`src/rtl/fp_pkg.sv`:
```
// Shared float32 definitions for the int-to-float encoder and the adder path.
package fp_pkg;

  localparam int FP32_EXP_BIAS = 127;
  localparam int FP32_EXP_W    = 8;
  localparam int FP32_MAN_W    = 23;

  // Field slices of a packed float32 word.
  localparam int FP32_SIGN_BIT = 31;
  localparam int FP32_EXP_HI   = 30;
  localparam int FP32_EXP_LO   = 23;
  localparam int FP32_MAN_HI   = 22;
  localparam int FP32_MAN_LO   = 0;

  // Exponent of a 32-bit magnitude whose MSB sits at bit 31, before any shift.
  localparam logic [FP32_EXP_W-1:0] FP32_EXP_INT32 = FP32_EXP_W'(FP32_EXP_BIAS + 31);

  typedef enum logic [1:0] {
    ST_IDLE  = 2'd0,
    ST_NORM  = 2'd1,
    ST_ROUND = 2'd2,
    ST_DONE  = 2'd3
  } fp_state_t;

endpackage

```
`src/rtl/fp_round_rne.sv`:
```
// Round-to-nearest-even on a 23-bit mantissa with guard and sticky bits.
module fp_round_rne
  import fp_pkg::*;
(
  input  logic [FP32_MAN_W-1:0] man,
  input  logic                  g,
  input  logic                  s,
  input  logic [FP32_EXP_W-1:0] exp,
  output logic [FP32_MAN_W-1:0] man_rnd,
  output logic [FP32_EXP_W-1:0] exp_rnd
);

  logic            inc;
  logic [FP32_MAN_W:0] sum;

  // Increment above half, or at exactly half when the mantissa is odd;
  // the adder carry means the mantissa wrapped to zero and the exponent grows.
  always_comb begin
    inc     = g & (s | man[0]);
    sum     = {1'b0, man} + {{FP32_MAN_W{1'b0}}, inc};
    man_rnd = sum[FP32_MAN_W-1:0];
    exp_rnd = exp + {{(FP32_EXP_W-1){1'b0}}, sum[FP32_MAN_W]};
  end

endmodule

```
`src/rtl/int_to_float_seq.sv`:
```
// Iterative 32-bit integer to float32 converter, one normalisation shift per clock.
module int_to_float_seq
  import fp_pkg::*;
#(
  parameter bit SIGNED_IN = 1'b1
) (
  input  logic        clk,
  input  logic        rst,
  input  logic        in_valid,
  output logic        in_ready,
  input  logic [31:0] in_data,
  output logic        out_valid,
  input  logic        out_ready,
  output logic [31:0] out_data
);

  fp_state_t             state;
  logic                  sign;
  logic [31:0]           mag;
  logic [FP32_EXP_W-1:0] exp;
  logic [31:0]           out_q;

  logic                  in_neg;
  logic [31:0]           in_mag;
  logic [FP32_MAN_W-1:0] man_rnd;
  logic [FP32_EXP_W-1:0] exp_rnd;

  // Absolute value of the incoming operand; -2^31 maps onto 0x80000000.
  always_comb begin
    in_neg = SIGNED_IN & in_data[31];
    in_mag = in_neg ? (~in_data + 32'd1) : in_data;
  end

  fp_round_rne u_round (
    .man     (mag[30:8]),
    .g       (mag[7]),
    .s       (|mag[6:0]),
    .exp     (exp),
    .man_rnd (man_rnd),
    .exp_rnd (exp_rnd)
  );

  // Operation FSM with the magnitude/exponent shift registers and result register.
  always_ff @(posedge clk) begin
    if (rst) begin
      state <= ST_IDLE;
      sign  <= 1'b0;
      mag   <= '0;
      exp   <= '0;
      out_q <= '0;
    end else begin
      case (state)
        ST_IDLE: begin
          if (in_valid) begin
            sign <= in_neg;
            mag  <= in_mag;
            exp  <= FP32_EXP_INT32;
            if (in_mag == 32'd0) begin
              out_q <= '0;
              state <= ST_DONE;
            end else begin
              state <= ST_NORM;
            end
          end
        end
        ST_NORM: begin
          if (mag[31]) begin
            state <= ST_ROUND;
          end else begin
            mag <= {mag[30:0], 1'b0};
            exp <= exp - 8'd1;
          end
        end
        ST_ROUND: begin
          out_q <= {sign, exp_rnd, man_rnd};
          state <= ST_DONE;
        end
        ST_DONE: begin
          if (out_ready) state <= ST_IDLE;
        end
        default: state <= ST_IDLE;
      endcase
    end
  end

  // Handshake outputs; in_ready is masked while reset is held.
  always_comb begin
    in_ready  = (state == ST_IDLE) && !rst;
    out_valid = (state == ST_DONE);
    out_data  = out_q;
  end

endmodule
```
`config.mk`:
```
export PLATFORM = sky130hd
export DESIGN_NAME = int_to_float_seq
export DESIGN_NICKNAME = d
export VERILOG_FILES = /design/src/rtl/fp_pkg.sv /design/src/rtl/fp_round_rne.sv /design/src/rtl/int_to_float_seq.sv
export SDC_FILE = /design/constraint.sdc
export NUM_CORES = 1
export LEC_CHECK = 0
export BUFFER_PORTS_ARGS = -buffer_cell sky130_fd_sc_hd__clkbuf_2
export CORE_MARGIN = 5
export CORE_UTILIZATION = 54
export CTS_CLUSTER_SIZE = 10
export DETAILED_ROUTE_END_ITERATION = 8
export GPL_ROUTABILITY_DRIVEN = 1
export HOLD_SLACK_MARGIN = 0.06
export PLACE_DENSITY = 0.75
export SLEW_MARGIN = 30
export SYNTH_ARGS = -nofsm -noshare
export SYNTH_HDL_FRONTEND = slang
export SYNTH_SLANG_ARGS = --single-unit
```
`constraint.sdc`:
```
create_clock -name clk -period 2.9 [get_ports clk]
set_input_delay 0.145 -clock clk [delete_from_list [all_inputs] [get_ports clk]]
set_output_delay 0.145 -clock clk [all_outputs]
set_load 0.05 [all_outputs]
```
==> run summary, run 1 <==
Sequential-to-total area share from yosys stat - 25.6%
Min cycle time layout - 2730 ps
Post-synthesis async set-or-reset flop share - 0%
Post-synth EDFFs - 0
Final cycle utilization of the critical path - 94.3%
Type of element capturing the critical path - register
End-of-flow core utilization - 66.9%
Clock input transition at the sequential cells of the worst setup and hold paths - 80 ps
Leakage power - 0.00261 uW
Design internal power - 3050 uW
Outcome - completed
Number of nets in the synthesized netlist - 846
Number of antenna violations at the first check in global routing - 0
Cell Pwr Density - 860 mW/mm^2
Final worst clock skew - 5.99 ps
Largest net degree at the start of global routing - 68
Post-route ant nets - 0
Total of endpoints with negative setup slack in the final report - 0
TritonCTS sink count - 75
Fin nets - 959
Number of warnings issued by yosys - 0
Wire length of the first global-routing pass - 30.0 mm
Sequential share of power - 30.8%
GP Congestion - 0.939
Number of CTS-inserted buffers - 9
Cell Count, Final, Fillers Out - 1057
Final-layout setup total negative slack - 0 ps
Count of pins on the block boundary - 70
Relative contribution of combinational cells to total power - 54.5%
Core area - 0.0107 sq mm
Post-Synthesis Cells - 801
Count of cell types in the netlist - 72
Worst setup margin - 165 ps
Root buffer cell - sky130_fd_sc_hd__clkbuf_8
IO buf count - 69
Core Rows - 38
Switching power - 3130 uW
Starting Density - 54.6%
Routed wire length - 18.2 mm
Switching Share - 50.6%
Required time reported for the critical path endpoint - 3190 ps
Clock group share of total power - 14.7%
Routed len/inst - 17.3 um
Worst Path Max Fanout - 26
Number of global-route vias before repair - 6185
Worst Setup Start Kind - input pin
Post-synthesis register bit count - 75
Post-synthesis instance area - 0.00587 sq mm
Final HPWL DP - 13.5 mm
Via count - 6664
Slew Limit Headroom - 56.4%
Pins Over Slew Limit - 0
Leading register cell type out of synthesis - sky130_fd_sc_hd__dfxtp_1
Type of the setup path with the least slack - input pin to register
Grt total ovfl - 0
Vertical die dimension - 114 um
# placed instances - 1041
Syn_area_per_cell - 7.33 sq um
DRC violations left - 0
Total Die Area - 0.0131 sq mm
Leading cell types in the layout, fill and taps excluded - 105 x sky130_fd_sc_hd__buf_4, 95 x sky130_fd_sc_hd__nand2_1, 75 x sky130_fd_sc_hd__dfxtp_1, 69 x sky130_fd_sc_hd__clkbuf_2, 60 x sky130_fd_sc_hd__nor2_1
Pwr Total - 6180 uW
Leading cell type in the layout, fill and taps excluded - sky130_fd_sc_hd__buf_4
Maximum clock rate - 366 MHz
Arrival time at the worst endpoint - 3030 ps
Layout cell share with drive strength beyond 1 - 24.2%
CTS tree - yes
Signed area change from the synthesized netlist to the final layout - 22.5%
Maximum level of the CTS H-tree - 3
Number of max-cap violations - 0
Hold Crit Class - input pin to register
Worst skew pair latency - 360 ps
Final Hold Fails - 0
Filler cell count in the final layout - 938
Initial detailed-routing violation count - 937
Routed via count divided by cell count - 6.30
Clock tree buffer depth - 2
Tot GR Track Use - 27.7%
Max VDD drop - 0.617 mV
First-pass iteration count of the detailed router - 8
Number of antenna repair diodes - 0
Least-Margin Pin Slew - 654 ps
Cts-stage hold buffer count - 0
Pre-CTS setup slack - -431 ps
Die width - 114 um
timing repair:
action                                  CTS  global route
resized for setup                         1             4
buffers inserted                          0             1
pin swaps                                 0             1
endpoints found under the hold margin     0             0
endpoints found under the setup margin   23            33
gates cloned                              0             1
layer usage:
metal / share of wire (%) / wire length (um) / vias to the layer above / global-route usage, %
met5: 0 / 0 / - / 0
met4: 3.3 / 597 / 0 / 11.9
met3: 6.6 / 1210 / 55 / 3.70
met2: 47 / 8620 / 334 / 45.4
met1: 43 / 7810 / 3071 / 36.6
li1: - / - / 3204 / -
path summary, 6_finish.rpt:
path               from           end  slack, ps  cells past startpoint
max          in_data[0]  out_data[25]        170                     13
min           out_ready      state[0]        230                      4
min reg2reg      mag[6]        mag[6]        490                      2
max reg2reg    state[0]  out_data[25]        270                      9
flip-flops by register name, indices dropped and copies added, names as in the netlist:
name	flops
mag	32
out_data	32
exp	8
state	2
sign	1
layout make-up:
class / count / area, sq um / area share (%)
Clock buffer: 12 / 155 / 2.16
Clock inverter: 2 / 60.1 / 0.835
Inverter: 15 / 58.8 / 0.818
Multi-Input combinational cell: 636 / 4040 / 56.2
Sequential cell: 75 / 1500 / 20.9
Tap cell: 140 / 175 / 2.44
Timing Repair Buffer: 177 / 1200 / 16.7
cell usage after synthesis (14+ instances only):
cell | count | share of area [%]
sky130_fd_sc_hd__a31oi_1 | 54 | 5.8
sky130_fd_sc_hd__o21ai_0 | 38 | 3.2
sky130_fd_sc_hd__o211ai_1 | 14 | 1.8
sky130_fd_sc_hd__a21oi_1 | 30 | 2.6
sky130_fd_sc_hd__nor4_1 | 15 | 1.6
sky130_fd_sc_hd__inv_1 | 15 | 0.96
sky130_fd_sc_hd__xor2_1 | 20 | 3.0
sky130_fd_sc_hd__dfxtp_1 | 75 | 26
sky130_fd_sc_hd__nor3_1 | 19 | 1.6
sky130_fd_sc_hd__clkbuf_1 | 51 | 3.3
sky130_fd_sc_hd__nand3_1 | 57 | 4.9
sky130_fd_sc_hd__o22ai_1 | 19 | 2.0
sky130_fd_sc_hd__xnor2_1 | 40 | 6.0
sky130_fd_sc_hd__or3_1 | 28 | 3.0
sky130_fd_sc_hd__nor2_1 | 60 | 3.8
sky130_fd_sc_hd__nand2_1 | 95 | 6.1
power by group through the flow:
stage	clock [uW]	combinational [uW]	sequential (uW)
finish	909	3370	1900
global route	958	3650	1950
CTS	913	3330	1880
detailed placement	0	3310	1900
global placement	0	3210	1860
floorplan	0	1930	2350
through the flow:
step,area (sq um),hold WS (ps)
final,7190,225
after CTS,7130,220
after global placement,6910,465
after global routing,7190,248
after floorplan,5910,293
after detailed placement,6910,470
kinds of logic (layout without fill, tap and decap cells):
| family | count (synthesis) | in the layout | share of synthesized area (%) |
|---|---|---|---|
| fa+ha+maj | 9 | 9 | 1.92 |
| mux | 8 | 8 | 1.49 |
| buf+inv | 90 | 206 | 6.52 |
| simple gates | 340 | 340 | 30.1 |
| xor+xnor | 60 | 60 | 8.95 |
| compound gates | 219 | 219 | 25.5 |
| flops | 75 | 75 | 25.6 |
worst max-delay path, stage by stage:
cell and delay (ps):
sky130_fd_sc_hd__clkbuf_2 130, sky130_fd_sc_hd__inv_4 70, sky130_fd_sc_hd__ha_4 130, sky130_fd_sc_hd__nor4b_4 300, sky130_fd_sc_hd__nand4_4 210, sky130_fd_sc_hd__buf_4 200
sky130_fd_sc_hd__o21ai_0 180, sky130_fd_sc_hd__xor2_1 320, sky130_fd_sc_hd__nand4_1 130, sky130_fd_sc_hd__or4_4 490, sky130_fd_sc_hd__buf_12 190, sky130_fd_sc_hd__or3_1 370
sky130_fd_sc_hd__a31oi_1 150
(Power assumes the default switching activity.)
==> run 2: changes to the inputs <==
--- a/config.mk
+++ b/config.mk
@@ -7,12 +7,12 @@
 export LEC_CHECK = 0
 export BUFFER_PORTS_ARGS = -buffer_cell sky130_fd_sc_hd__clkbuf_2
 export CORE_MARGIN = 5
-export CORE_UTILIZATION = 54
+export CORE_UTILIZATION = 55
 export CTS_CLUSTER_SIZE = 10
 export DETAILED_ROUTE_END_ITERATION = 8
 export GPL_ROUTABILITY_DRIVEN = 1
 export HOLD_SLACK_MARGIN = 0.06
-export PLACE_DENSITY = 0.75
+export PLACE_DENSITY = 0.73
 export SLEW_MARGIN = 30
 export SYNTH_ARGS = -nofsm -noshare
 export SYNTH_HDL_FRONTEND = slang
==> constraint.sdc (replaced) <==
create_clock -name clk -period 3 [get_ports clk]
set_input_delay 0.15 -clock clk [delete_from_list [all_inputs] [get_ports clk]]
set_output_delay 0.15 -clock clk [all_outputs]
set_load 0.05 [all_outputs]
==> run 2 against run 1 <==
Net effect: hold slack worse by 44 ps; clock-buffer cell count is 1 higher; global-route usage is 0.19 points higher; clock skew is 4.3 ps higher; flip-flop and latch count stayed put; combinational power is 4% lower; first-iteration DRC count is 4.8% lower; largest power group unchanged; highest routed layer unchanged.
==> run summary, run 2 (synthesized netlist as in run 1, its figures left out) <==
Type of the setup path with the least slack - input pin to register
Final Hold Fails - 0 (unchanged)
Leakage power - 0.00259 uW (-0.70%)
IO buf count - 69 (unchanged)
Initial detailed-routing violation count - 892 (-4.8%)
Final HPWL DP - 13.3 mm (-1.0%)
Signed area change from the synthesized netlist to the final layout - 21.5%
Total Die Area - 0.0128 sq mm (-1.7%)
Worst path cell trace - clkbuf_2 > inv_1 > ha_2 > or4b_4 > a21oi_2 > o211ai_1 > a2111oi_2 > nand4_1 > or4_4 > buf_12 > buf_4 > o221a_2 > a21oi_1
Cts-stage hold buffer count - 0 (unchanged)
Number of antenna repair diodes - 0 (unchanged)
Max VDD drop - 0.544 mV (-12%)
Die width - 113 um (-0.83%)
Worst Path Max Fanout - 32 (+23%)
Slew Limit Headroom - 51.9% (-4.5 points)
Least-Margin Pin Slew - 721 ps (+67.0 ps)
Routed via count divided by cell count - 6.33 (+0.44%)
Layout cell share with drive strength beyond 1 - 23.9% (-0.27 points)
Filler cell count in the final layout - 895 (-4.6%)
Cell family with most CP delay - simple AND/OR/NAND/NOR gates
Maximum level of the CTS H-tree - 3 (unchanged)
Pre-CTS setup slack - -533 ps (-102 ps)
Final worst clock skew - 10.3 ps (+4.32 ps)
Grt total ovfl - 0 (unchanged)
Final cycle utilization of the critical path - 95.4%
Cell Pwr Density - 815 mW/mm^2 (-5.2%)
Number of global-route vias before repair - 6089 (-1.6%)
Min cycle time layout - 2860 ps
End-of-flow core utilization - 68.8% (+1.8 points)
Number of CTS-inserted buffers - 9 (unchanged)
Post-route cell area - 0.00713 sq mm (-0.87%)
Maximum single-stage delay on the critical path - 580 ps (+90 ps)
Tot GR Track Use - 27.9% (+0.19 points)
GP Congestion - 0.982 (+4.6%)
Count of pins on the block boundary - 70 (unchanged)
Largest net degree at the start of global routing - 77 (+13%)
Root buffer cell - sky130_fd_sc_hd__clkbuf_8
Clock tree buffer depth - 2 (unchanged)
Leading cell type in the layout, fill and taps excluded - sky130_fd_sc_hd__buf_4
Pins Over Slew Limit - 0 (unchanged)
Type of element capturing the critical path - register
Total of endpoints with negative setup slack in the final report - 0 (unchanged)
Area after DPL - 0.00688 sq mm (-0.38%)
CTS tree - yes
Required time reported for the critical path endpoint - 3290 ps (+100 ps)
Hold Crit Class - input pin to register
Leading cell types in the layout, fill and taps excluded - 101 x sky130_fd_sc_hd__buf_4, 95 x sky130_fd_sc_hd__nand2_1, 75 x sky130_fd_sc_hd__dfxtp_1, 69 x sky130_fd_sc_hd__clkbuf_2, 59 x sky130_fd_sc_hd__nor2_1
Clock input transition at the sequential cells of the worst setup and hold paths - 70 ps (about the same)
Via count - 6655 (-0.14%)
Outcome - completed
Worst Setup Start Kind - input pin
Cell with the largest stage delay on the worst path - sky130_fd_sc_hd__or4_4
Maximum clock rate - 349 MHz
Post-route ant nets - 0 (unchanged)
Core area - 0.0104 sq mm (-3.5%)
Routed len/inst - 17.2 um (-0.25%)
Worst skew pair latency - 370 ps (about the same)
DRC violations left - 0 (unchanged)
Vertical die dimension - 113 um (-0.83%)
First-pass iteration count of the detailed router - 5 (-3)
Number of max-cap violations - 0 (unchanged)
Routed wire length - 18.1 mm (-0.81%)
# placed instances - 1035 (-0.58%)
Wire length of the first global-routing pass - 29.7 mm (-0.90%)
Cell Count, Final, Fillers Out - 1051 (-0.57%)
Pwr Total - 5810 uW (-6.1%)
Critical path buffer and inverter count - 4 (unchanged)
Core Rows - 37 (-2.6%)
Number of antenna violations at the first check in global routing - 0 (unchanged)
Arrival time at the worst endpoint - 3150 ps (+120 ps)
Worst setup margin - 137 ps (-28.0 ps)
Fin nets - 956 (-0.31%)
Starting Density - 56.6% (+2.0 points)
TritonCTS sink count - 75 (unchanged)
==> run 2: metal layers <==
metal	vias up	routed length, um	GRT usage (%)
li1	3212	-	-
met1	3110	7890	36.9
met2	299	8650	46.8
met3	34	1220	3.85
met4	0	333	9.21
met5	-	0	0
==> run 2: through the flow <==
stage                     setup TNS, ps  hold WS [ps]
after CTS                             0           175
after global placement           -15140           461
after global routing              -35.1           211
after detailed placement         -15600           470
final                                 0           182
after floorplan                       0           298
==> run 2: what timing repair did <==
item | in CTS | in global routing
gates resized for setup | 2 | 5
pin swaps | 1 | 2
buffers inserted | 0 | 0
gates cloned | 1 | 0
endpoints found under the setup margin | 31 | 30
==> run 2: path summary, 6_finish.rpt <==
| check | slack (ps) | to | depth (start not counted) | startpoint |
|---|---|---|---|---|
| setup / recovery | 140 | out_data[24] | 13 | in_data[1] |
| hold / removal | 180 | mag[0] | 4 | in_data[0] |
| setup reg to reg | 250 | exp[6] | 10 | state[0] |
| hold reg to reg | 470 | mag[2] | 2 | mag[2] |
==> run 2: worst reg2reg max path, stage by stage, from the launching register on <==
cell and delay, ps:
sky130_fd_sc_hd__dfxtp_1 350, sky130_fd_sc_hd__inv_1 110, sky130_fd_sc_hd__ha_2 220, sky130_fd_sc_hd__buf_4 560
sky130_fd_sc_hd__nor2b_1 300, sky130_fd_sc_hd__o21a_1 170, sky130_fd_sc_hd__nand2_1 70, sky130_fd_sc_hd__or2_2 300
sky130_fd_sc_hd__nor4_1 310, sky130_fd_sc_hd__xnor2_1 170, sky130_fd_sc_hd__nor3_1 60
==> run 2: final cells by class <==
cell class | count | area (sq um) | area share [%]
Multi-Input combinational cell | 636 | 4030 | 56.5
Sequential cell | 75 | 1500 | 21.1
Timing Repair Buffer | 174 | 1200 | 16.8
Tap cell | 136 | 170 | 2.39
Clock buffer | 13 | 169 | 2.37
Inverter | 15 | 56.3 | 0.790
Clock inverter | 2 | 10.0 | 0.140
==> run 2: power by group <==
group,switching (uW),internal [uW],total (uW)
combinational,2190,1060,3240
clock,372,361,734
sequential,454,1380,1830
